<file path="src/rtl/t07_tft_pkg.sv">
// Shared types for the SPI TFT master: MMIO op codes, queued FIFO entry, serialiser states.
// Also holds the helper that turns an accepted MMIO write into a FIFO entry.
package t07_tft_pkg;

    typedef enum logic [1:0] {
        CMD    = 2'd0,
        DATA8  = 2'd1,
        DATA16 = 2'd2,
        CTRL   = 2'd3
    } tft_op_e;

    typedef struct packed {
        logic        dc;
        logic        two_bytes;
        logic [15:0] data;
    } tft_entry_t;

    typedef enum logic [1:0] {
        IDLE  = 2'd0,
        LOAD  = 2'd1,
        SHIFT = 2'd2,
        HOLD  = 2'd3
    } tft_state_e;

    // Single-byte ops keep their byte in data[7:0]; the halfword op sends data[15:8] first.
    function automatic tft_entry_t makeEntry(input tft_op_e op, input logic [15:0] payload);
        tft_entry_t entry;
        entry.dc        = (op != CMD);
        entry.two_bytes = (op == DATA16);
        entry.data      = (op == DATA16) ? payload : {8'h00, payload[7:0]};
        return entry;
    endfunction

endpackage

</file>
<file path="src/rtl/t07_tft_fifo.sv">
// Synchronous FIFO of tft_entry_t; head entry is visible combinationally on popData.
// Pointers carry one extra wrap bit so full/empty are told apart by the MSB.
module t07_tft_fifo
    import t07_tft_pkg::*;
#(
    parameter int DEPTH = 4
) (
    input  logic       clk,
    input  logic       rst,
    input  logic       push,
    input  tft_entry_t pushData,
    input  logic       pop,
    output tft_entry_t popData,
    output logic       full,
    output logic       empty
);

    localparam int PW = $clog2(DEPTH);

    tft_entry_t     mem [DEPTH];
    logic [PW:0]    wrPtrReg;
    logic [PW:0]    rdPtrReg;
    logic           doPush;
    logic           doPop;

    assign doPush = push && !full;
    assign doPop  = pop && !empty;

    always_ff @(posedge clk) begin
        if (doPush) begin
            mem[wrPtrReg[PW-1:0]] <= pushData;
        end
    end

    always_ff @(posedge clk or posedge rst) begin
        if (rst) begin
            wrPtrReg <= '0;
            rdPtrReg <= '0;
        end else begin
            if (doPush) begin
                wrPtrReg <= wrPtrReg + 1'b1;
            end
            if (doPop) begin
                rdPtrReg <= rdPtrReg + 1'b1;
            end
        end
    end

    assign empty   = (wrPtrReg == rdPtrReg);
    assign full    = (wrPtrReg[PW] != rdPtrReg[PW]) && (wrPtrReg[PW-1:0] == rdPtrReg[PW-1:0]);
    assign popData = mem[rdPtrReg[PW-1:0]];

endmodule

</file>
<file path="src/rtl/t07_spi_tft_master.sv">
// MMIO-to-SPI bridge for a TFT panel: queues writes, acks each one, and shifts them out as
// SPI mode-0 bytes with a DC line. Optional panel reset output when T07_TFT_RESET_EN is defined.
module t07_spi_tft_master
    import t07_tft_pkg::*;
#(
    parameter int CLK_DIV    = 2,
    parameter int FIFO_DEPTH = 4
) (
    input  logic        clk,
    input  logic        rst,
    input  logic        wi_in,
    input  logic [31:0] addr_in,
    input  logic [31:0] data_in,
    output logic        ack_out,
    output logic        busy_out,
    output logic        spi_sck,
    output logic        spi_mosi,
    output logic        spi_cs_n,
    output logic        spi_dc
`ifdef T07_TFT_RESET_EN
    ,
    output logic        tft_rst_n
`endif
);

    localparam int CW = (CLK_DIV > 1) ? $clog2(CLK_DIV) : 1;
    localparam logic [CW-1:0] DIV_LAST = CW'(CLK_DIV - 1);

    tft_state_e     stateReg, stateNext;
    logic [CW-1:0]  divCntReg, divCntNext;
    logic [2:0]     bitCntReg, bitCntNext;
    logic [7:0]     shiftReg, shiftNext;
    logic [7:0]     lowByteReg, lowByteNext;
    logic           lowPendReg, lowPendNext;
    logic           sckReg, sckNext;
    logic           mosiReg, mosiNext;
    logic           csNReg, csNNext;
    logic           dcReg, dcNext;
    logic           ackReg;

    tft_op_e        opSel;
    tft_entry_t     pushEntry;
    tft_entry_t     headEntry;
    logic           accept;
    logic           push;
    logic           pop;
    logic           fifoFull;
    logic           fifoEmpty;
    logic           unusedBits;

    assign opSel     = tft_op_e'(addr_in[3:2]);
    assign pushEntry = makeEntry(opSel, data_in[15:0]);
    // A request is held until acked, so the ack cycle itself must not accept it again.
    assign accept    = wi_in && !ackReg && !fifoFull;
    assign push      = accept && (opSel != CTRL);
    assign unusedBits = ^{addr_in[31:4], addr_in[1:0], data_in[31:16]};

    t07_tft_fifo #(
        .DEPTH(FIFO_DEPTH)
    ) u_fifo (
        .clk     (clk),
        .rst     (rst),
        .push    (push),
        .pushData(pushEntry),
        .pop     (pop),
        .popData (headEntry),
        .full    (fifoFull),
        .empty   (fifoEmpty)
    );

    always_ff @(posedge clk or posedge rst) begin
        if (rst) begin
            ackReg <= 1'b0;
        end else begin
            ackReg <= accept;
        end
    end

`ifdef T07_TFT_RESET_EN
    logic tftRstNReg;

    always_ff @(posedge clk or posedge rst) begin
        if (rst) begin
            tftRstNReg <= 1'b0;
        end else if (accept && (opSel == CTRL)) begin
            tftRstNReg <= data_in[0];
        end
    end

    assign tft_rst_n = tftRstNReg;
`endif

    always_ff @(posedge clk or posedge rst) begin
        if (rst) begin
            stateReg   <= IDLE;
            divCntReg  <= '0;
            bitCntReg  <= 3'd0;
            shiftReg   <= 8'h00;
            lowByteReg <= 8'h00;
            lowPendReg <= 1'b0;
            sckReg     <= 1'b0;
            mosiReg    <= 1'b0;
            csNReg     <= 1'b1;
            dcReg      <= 1'b0;
        end else begin
            stateReg   <= stateNext;
            divCntReg  <= divCntNext;
            bitCntReg  <= bitCntNext;
            shiftReg   <= shiftNext;
            lowByteReg <= lowByteNext;
            lowPendReg <= lowPendNext;
            sckReg     <= sckNext;
            mosiReg    <= mosiNext;
            csNReg     <= csNNext;
            dcReg      <= dcNext;
        end
    end

    always_comb begin
        stateNext   = stateReg;
        divCntNext  = divCntReg;
        bitCntNext  = bitCntReg;
        shiftNext   = shiftReg;
        lowByteNext = lowByteReg;
        lowPendNext = lowPendReg;
        sckNext     = sckReg;
        mosiNext    = mosiReg;
        csNNext     = csNReg;
        dcNext      = dcReg;
        pop         = 1'b0;

        case (stateReg)
            IDLE: begin
                if (!fifoEmpty) begin
                    stateNext = LOAD;
                end
            end

            LOAD: begin
                pop        = 1'b1;
                csNNext    = 1'b0;
                dcNext     = headEntry.dc;
                divCntNext = '0;
                bitCntNext = 3'd0;
                sckNext    = 1'b0;
                stateNext  = SHIFT;
                if (headEntry.two_bytes) begin
                    shiftNext   = headEntry.data[15:8];
                    lowByteNext = headEntry.data[7:0];
                    lowPendNext = 1'b1;
                    mosiNext    = headEntry.data[15];
                end else begin
                    shiftNext   = headEntry.data[7:0];
                    lowPendNext = 1'b0;
                    mosiNext    = headEntry.data[7];
                end
            end

            SHIFT: begin
                if (divCntReg == DIV_LAST) begin
                    divCntNext = '0;
                    sckNext    = !sckReg;
                    // Everything below happens on the falling SCK edge (mode 0).
                    if (sckReg) begin
                        if (bitCntReg == 3'd7) begin
                            bitCntNext = 3'd0;
                            if (lowPendReg) begin
                                shiftNext   = lowByteReg;
                                mosiNext    = lowByteReg[7];
                                lowPendNext = 1'b0;
                            end else if (!fifoEmpty) begin
                                stateNext = LOAD;
                            end else begin
                                stateNext = HOLD;
                            end
                        end else begin
                            bitCntNext = bitCntReg + 3'd1;
                            shiftNext  = {shiftReg[6:0], 1'b0};
                            mosiNext   = shiftReg[6];
                        end
                    end
                end else begin
                    divCntNext = divCntReg + 1'b1;
                end
            end

            HOLD: begin
                if (divCntReg == DIV_LAST) begin
                    divCntNext = '0;
                    csNNext    = 1'b1;
                    stateNext  = IDLE;
                end else begin
                    divCntNext = divCntReg + 1'b1;
                end
            end

            default: begin
                stateNext = IDLE;
            end
        endcase
    end

    assign ack_out  = ackReg;
    assign busy_out = !fifoEmpty || (stateReg != IDLE);
    assign spi_sck  = sckReg;
    assign spi_mosi = mosiReg;
    assign spi_cs_n = csNReg;
    assign spi_dc   = dcReg;

endmodule

</file>
<file path="config.mk">
export PLATFORM = sky130hd
export DESIGN_NAME = t07_spi_tft_master
export DESIGN_NICKNAME = d
export VERILOG_FILES = /design/src/rtl/t07_tft_pkg.sv /design/src/rtl/t07_tft_fifo.sv /design/src/rtl/t07_spi_tft_master.sv
export SDC_FILE = /design/constraint.sdc
export NUM_CORES = 1
export LEC_CHECK = 0
export BUFFER_PORTS_ARGS = -buffer_cell sky130_fd_sc_hd__buf_4
export CORE_MARGIN = 2
export CORE_UTILIZATION = 50
export DETAILED_ROUTE_END_ITERATION = 8
export GPL_TIMING_DRIVEN = 1
export HOLD_SLACK_MARGIN = 0.08
export PLACE_DENSITY = 0.75
export SLEW_MARGIN = 10
export SYNTH_ARGS = -nofsm -noshare
export SYNTH_HDL_FRONTEND = slang
export SYNTH_SLANG_ARGS = --single-unit
</file>
<file path="constraint.sdc">
create_clock -name clk -period 1.9 [get_ports clk]
set_clock_uncertainty 0.05 [all_clocks]
set_input_delay 0.095 -clock clk [delete_from_list [all_inputs] [get_ports clk]]
set_output_delay 0.095 -clock clk [all_outputs]
set_load 0.02 [all_outputs]
</file>
[Word-level counts from Yosys, hierarchy flattened]
Memory sizes are Yosys's and may differ from the RTL's.
Index checks and enable logic that the tools add are counted.
Operators by class
  mux-type cells: 39
  equal/unequal tests: 16
  reduce and logical (&&, ||, !) cells: 25
  add/subtract/negate cells: 4
Operators by type and width (number)
  $mux W7: 5
  $mux W16: 1
  $mux W1: 15
  $mux W2: 7
  $ne A2 B2 Y1 const B: 7
  $pmux W7 S2: 1
  $pmux W1 S2: 5
  $reduce_bool A2 Y1: 5
  $add A3 B1 Y3 const B: 3
  $mux W3: 3
  $pmux W2 S4: 1
  $reduce_and A4 Y1: 2
  $eq A2 B2 Y1 const B: 3
  $logic_and A1 B1 Y1: 6
  $pmux W3 S2: 1
  $reduce_and A2 Y1: 3
  $reduce_and A6 Y1: 1
  $logic_not A1 Y1: 4
  $eq A3 B3 Y1: 1
  $eq A3 B3 Y1 const B: 1
  $ne A3 B3 Y1 const B: 1
  $reduce_and A3 Y1: 1
  $eq A2 B1 Y1 const B: 1
  $eq A2 B2 Y1: 1
  other kinds (5): 5
Storage, ports and cells
  memories: 1
  register bits: 33
  output and inout bits: 6
  bits of input ports: 67
  logic and storage cells: 98
  bits in writable memories: 72
Memory list
  u_fifo.mem: words 4, width 18, read ports 1, clocked after memory_dff 0, wr ports 1, line t07_tft_fifo.sv:20  | tft_entry_t mem [DEPTH];

[Logic depth before layout (Yosys ltp)]
  word-level depth: 8
  gate-level depth with buffers: 7

[Cells and area by module]
From an unflattened synthesis, not the netlist that was laid out.
Unflattened totals
  cells, all modules: 280
  area, all modules: 4693.3 um^2
By module, submodules not included
  t07_tft_fifo: times used 1, cells an instance 144, area an instance 3113.0 um^2, seq. area each 2312.2 um^2
  t07_spi_tft_master: times used 1, cells an instance 136, area an instance 1580.3 um^2, seq. area each 676.9 um^2

[Worst setup path after synthesis]
No wires, ideal clock.
  path type: reg-to-reg
  start point: register u_fifo.rdPtrReg[0]
  end point: memory u_fifo.mem[0][0] (netlist name) (enable)
  buffers on the path: 1
  data required time: 1474 ps
  cell stages (with the launch flop): 5
  setup time: 376 ps
  path slack: -156 ps
  period minus slack after synthesis: 2056 ps
  data arrival time: 1630 ps
  cell sequence: dfrtp_1 > buf_6 > xnor2_2 > a311oi_4 > and2_1
On the way
  cells in the longest elaborated chain, start to end: 8
Ends and longest elaborated chain
  from (decl): line t07_tft_fifo.sv:22  | logic [PW:0] rdPtrReg;
  from (signal assigned): line t07_tft_fifo.sv:44  | rdPtrReg <= rdPtrReg + 1'b1;
  $eq A2 B2 Y1 *: line t07_tft_fifo.sv:50  | assign full = (wrPtrReg[PW] != rdPtrReg[PW]) && (wrPtrReg[PW-1:0] == rdPtrReg[PW-1:0]);
  $logic_and A1 B1 Y1 *: line t07_tft_fifo.sv:50
  $logic_not A1 Y1 *: line t07_tft_fifo.sv:26, t07_spi_tft_master.sv:54
  $logic_and A1 B1 Y1: line t07_spi_tft_master.sv:54  | assign accept = wi_in && !ackReg && !fifoFull;
  $logic_and A1 B1 Y1: line t07_spi_tft_master.sv:55  | assign push = accept && (opSel != CTRL);
  $logic_and A1 B1 Y1 *: line t07_tft_fifo.sv:26  | assign doPush = push && !full;
  $mux W1 *: line t07_tft_fifo.sv:30  | if (doPush) begin
  $mux W1 (not written as such) *: line t07_tft_fifo.sv:31  | mem[wrPtrReg[PW-1:0]] <= pushData;
  to (decl): line t07_tft_fifo.sv:20
Every way passes the cells marked *; elsewhere a longest branch is shown, timed or not.

[Final worst setup path]
  start point: register u_fifo.rdPtrReg[0]
  end point: register lowByteReg[2]
On the way
  cells in the longest elaborated chain, start to end: 2
Ends and longest elaborated chain
  $mem_v2 Z4 W18 *
  $reduce_and A2 Y1 (no source line)
  to (signal assigned): line t07_spi_tft_master.sv:110  | lowByteReg <= lowByteNext;
  to (decl): line t07_spi_tft_master.sv:33  | logic [7:0] lowByteReg, lowByteNext;
Marked as above.
A chain may end at the register's enable or synchronous reset.

==> flow_summary_export.csv <==
group,metric,value,unit
placement,dp.cells,416,
worst_setup_path,required,2.10,ns
clock_tree,insertion_delay,0.36,ns
routing,firstDrtPassIters,6,
clock_tree,cts_tree,"yes",
die,die_x,98.7,um
placement,portBuffers,26,
clock_tree,path_clk_slew,0.10,ns
worst_setup_path,cp-end-kind,"register",
placement,dp_hpwl,4980,um
die,ios,73,
worst_hold_path,whs_endpoint,"u_fifo.mem[0][16]$_DFFE_PP_",
die,num_rows,34,
die,core_area,0.00872,mm^2
worst_hold_path,hold_class,"in2reg",
routing,vias_per_cell,5.47,
worst_setup_path,worstSetupStartpointType,"register",
logic_synthesis,synthSimpleGateAreaFrac,7.74,%
final_layout,drive_gt1_share,33.2,%
die,dieArea,0.00973,mm^2
die,initial_core_util,51.4,%
logic_synthesis,synth-compound-area-share,6.37,%
clock_tree,clk_path_buf_depth,2,
timing,timing.fmax,0.545,GHz
final_layout,syn2layout_area_growth,21.7,%
routing,drcViolationCount,0,
logic_synthesis,synth_top_family_by_area,"multiplexers",
power,irDropWorstVdd,0.000543,V
worst_setup_path,r2r_cells,3,
worst_hold_path,hold_depth,2,
worst_setup_path,crit_arrival,2.04,ns
timing,period_share,96.6,%
timing,setup_viol,0,
global_routing,grt_max_degree,34,
logic_synthesis,syn_nets,349,
final_layout,num_antenna_cells,0,
logic_synthesis,ys_types,42,
timing,tightest_slew,0.718,ns
worst_setup_path,rr_startpoint,"u_fifo.rdPtrReg[0]$_DFFE_PP0P_",
logic_synthesis,syn_avg_cell_area,16.3,um^2
final_layout,final-instance-count-excl-fill,460,
flow_run,maxCapViolCount,0,
timing,setup_ws,0.0654,ns
worst_setup_path,reg2reg_to,"lowByteReg[2]$_DFFE_PP0P_",
timing,whs,0.254,ns
logic_synthesis,yosys_warnings,0,
logic_synthesis,yosysSeqAreaShare,66.7,%
timing,finalMaxSlewViolations,0,
clock_tree,cts_root_buffer,"clkbuf_8",
worst_setup_path,r2r_slack,0.07,ns
global_routing,grt_antenna_before_repair,0,
routing,avgRoutedWirePerCell,17.4,um
logic_synthesis,ys_ff_latch,105,
clock_tree,htreeDepth,3,
logic_synthesis,syn_area,0.00448,mm^2
clock_tree,cts_sinks,105,
die,die_h,98.7,um
clock_tree,cts_buffers,9,
global_routing,grt_usage,17.4,%
global_routing,grt_pass1_vias,2566,
timing,fin_crit,1.83,ns
timing,rsz0062_at_grt,"yes",
global_routing,grt_pass1_wl,12900,um
routing,drtIter0Drc,91,
power,power.total,7.88,mW
timing,relSlewSlack,52.1,%
final_layout,final_nets,421,
worst_hold_path,min_from,"addr_in[3]",
final_layout,mostFrequentLayoutCells,"edfxtp_1 (72), buf_4 (48), dfrtp_1 (31)",
routing,postRouteAntennaNets,0,
logic_synthesis,synth_xor_area_share,1.70,%
placement,gp_congestion,0.808,
placement,place_ws,-0.0127,ns
timing,final_hold_viol_count,0,
final_layout,layout_commonest_cell,"edfxtp_1",
power,power.leakage,2.04,nW
global_routing,gr-total-overflow,0,
power,powerDensity,1450,mW/mm^2
worst_setup_path,critPathMaxFanout,8,
logic_synthesis,postSynthCellCount,275,
routing,vias,2517,
routing,wl,8020,um
logic_synthesis,muxShareOfSynthArea,13.2,%
worst_setup_path,critical_path_class,"reg2reg",
outcome,outcome,"finished, final reports clean",
logic_synthesis,synthAdderAreaFrac,1.96,%
==> Yosys cell counts (all sizes together) <==
cell,instances,area [um^2]
nor3,1,5.00
or2,1,6.26
mux2,10,116
dfstp,1,26.3
a21oi,8,43.8
a31oi,3,18.8
o21ai,6,30.0
xor2,2,25.0
nand2,12,47.6
a211oi,8,60.1
a221oi,7,61.3
nand3,4,20.0
and4,1,8.76
buf,8,61.3
nor2,14,52.6
nor2b,10,62.6
nand3b,2,15.0
o31ai,1,21.3
mux4,18,405
nand4,1,6.26
a31o,1,8.76
mux2i,7,70.1
nor3b,1,7.51
xnor2,5,51.3
a32oi,1,8.76
o22ai,1,6.26
ha,7,87.6
a311oi,1,26.3
clkbuf,7,26.3
nand2b,5,31.3
and2,13,83.8
dfrtp,32,801
edfxtp,72,2160
inv,4,15.0
==> logic make-up after synthesis <==
family	Yosys count
AO/OA/AOI/OAI	37
adder cells (fa/ha/maj)	7
multiplexers	35
flip-flops	105
AND/OR/NAND/NOR	65
buffers and inverters	19
XOR/XNOR	7
==> state kept, by name, indices dropped and copies added, names as in the netlist <==
| register | flops |
|---|---|
| ack_out | 1 |
| bitCntReg | 3 |
| divCntReg | 1 |
| lowByteReg | 8 |
| lowPendReg | 1 |
| shiftReg | 7 |
| spi_cs_n | 1 |
| spi_dc | 1 |
| spi_mosi | 1 |
| spi_sck | 1 |
| stateReg | 2 |
| u_fifo.mem | 72 |
| u_fifo.rdPtrReg | 3 |
| u_fifo.wrPtrReg | 3 |
==> worst max-delay path: stages (launching register included) <==
cell     delay (ns)
dfrtp_2        0.46
mux4_2         0.60
nand2_2        0.24
mux2_2         0.37
==> what timing repair did <==
action / 4_1_cts / 5_1_grt
endpoints found under the setup margin: 29 / 24
resized for setup: 3 / 5
endpoints found under the hold margin: 101 / 0
gates cloned: 0 / 1
hold buffers: 20 / 0
setup buffers: 1 / 6
pin swaps: 2 / 2
==> layout make-up <==
cell class | count | area [um^2]
clock inverters | 7 | 46.3
flip-flops and latches | 105 | 2990
clock buffers | 9 | 124
fillers | 621 | 3270
inverters | 4 | 15.0
multi-input cells | 151 | 1420
repair buffers | 76 | 717
well taps | 108 | 135
==> worst max-delay path by stage <==
stage                                      to  depth (start not counted)  slack (ns)                           start
CTS                   shiftReg[4]$_DFFE_PP0P_                          5       0.002  u_fifo.rdPtrReg[0]$_DFFE_PP0P_
global route          shiftReg[4]$_DFFE_PP0P_                          5      -0.002  u_fifo.rdPtrReg[0]$_DFFE_PP0P_
global placement    lowByteReg[0]$_DFFE_PP0P_                          3       0.008  u_fifo.rdPtrReg[0]$_DFFE_PP0P_
floorplan             shiftReg[1]$_DFFE_PP0P_                          7     0.00006        bitCntReg[0]$_DFFE_PP0P_
detailed placement  lowByteReg[2]$_DFFE_PP0P_                          3       -0.01  u_fifo.rdPtrReg[0]$_DFFE_PP0P_
finish              lowByteReg[2]$_DFFE_PP0P_                          3        0.07  u_fifo.rdPtrReg[0]$_DFFE_PP0P_
==> per-layer routing <==
layer,up-vias,track usage (%),wire length [um]
met5,-,0,0
met4,0,7.69,128
met3,8,2.48,237
met2,48,27.6,3950
met1,1270,24.3,3710
li1,1191,-,-
==> per-stage QoR <==
step,util [%],cell area (um^2),setup TNS [ns]
6_report,62.5,5450,0
5_1_grt,62.5,5450,-0.00193
4_1_cts,61.3,5350,0
3_5_place_dp,56.8,4950,-0.0185
3_3_place_gp,56.8,4950,0
2_1_floorplan,-,4480,0
==> power by group <==
part           leakage [nW]  switching (mW)  internal, mW
logic                 0.904            1.59          1.70
registers              1.05           0.321          3.05
clock network        0.0808           0.742         0.474
(Power assumes the default switching activity.)
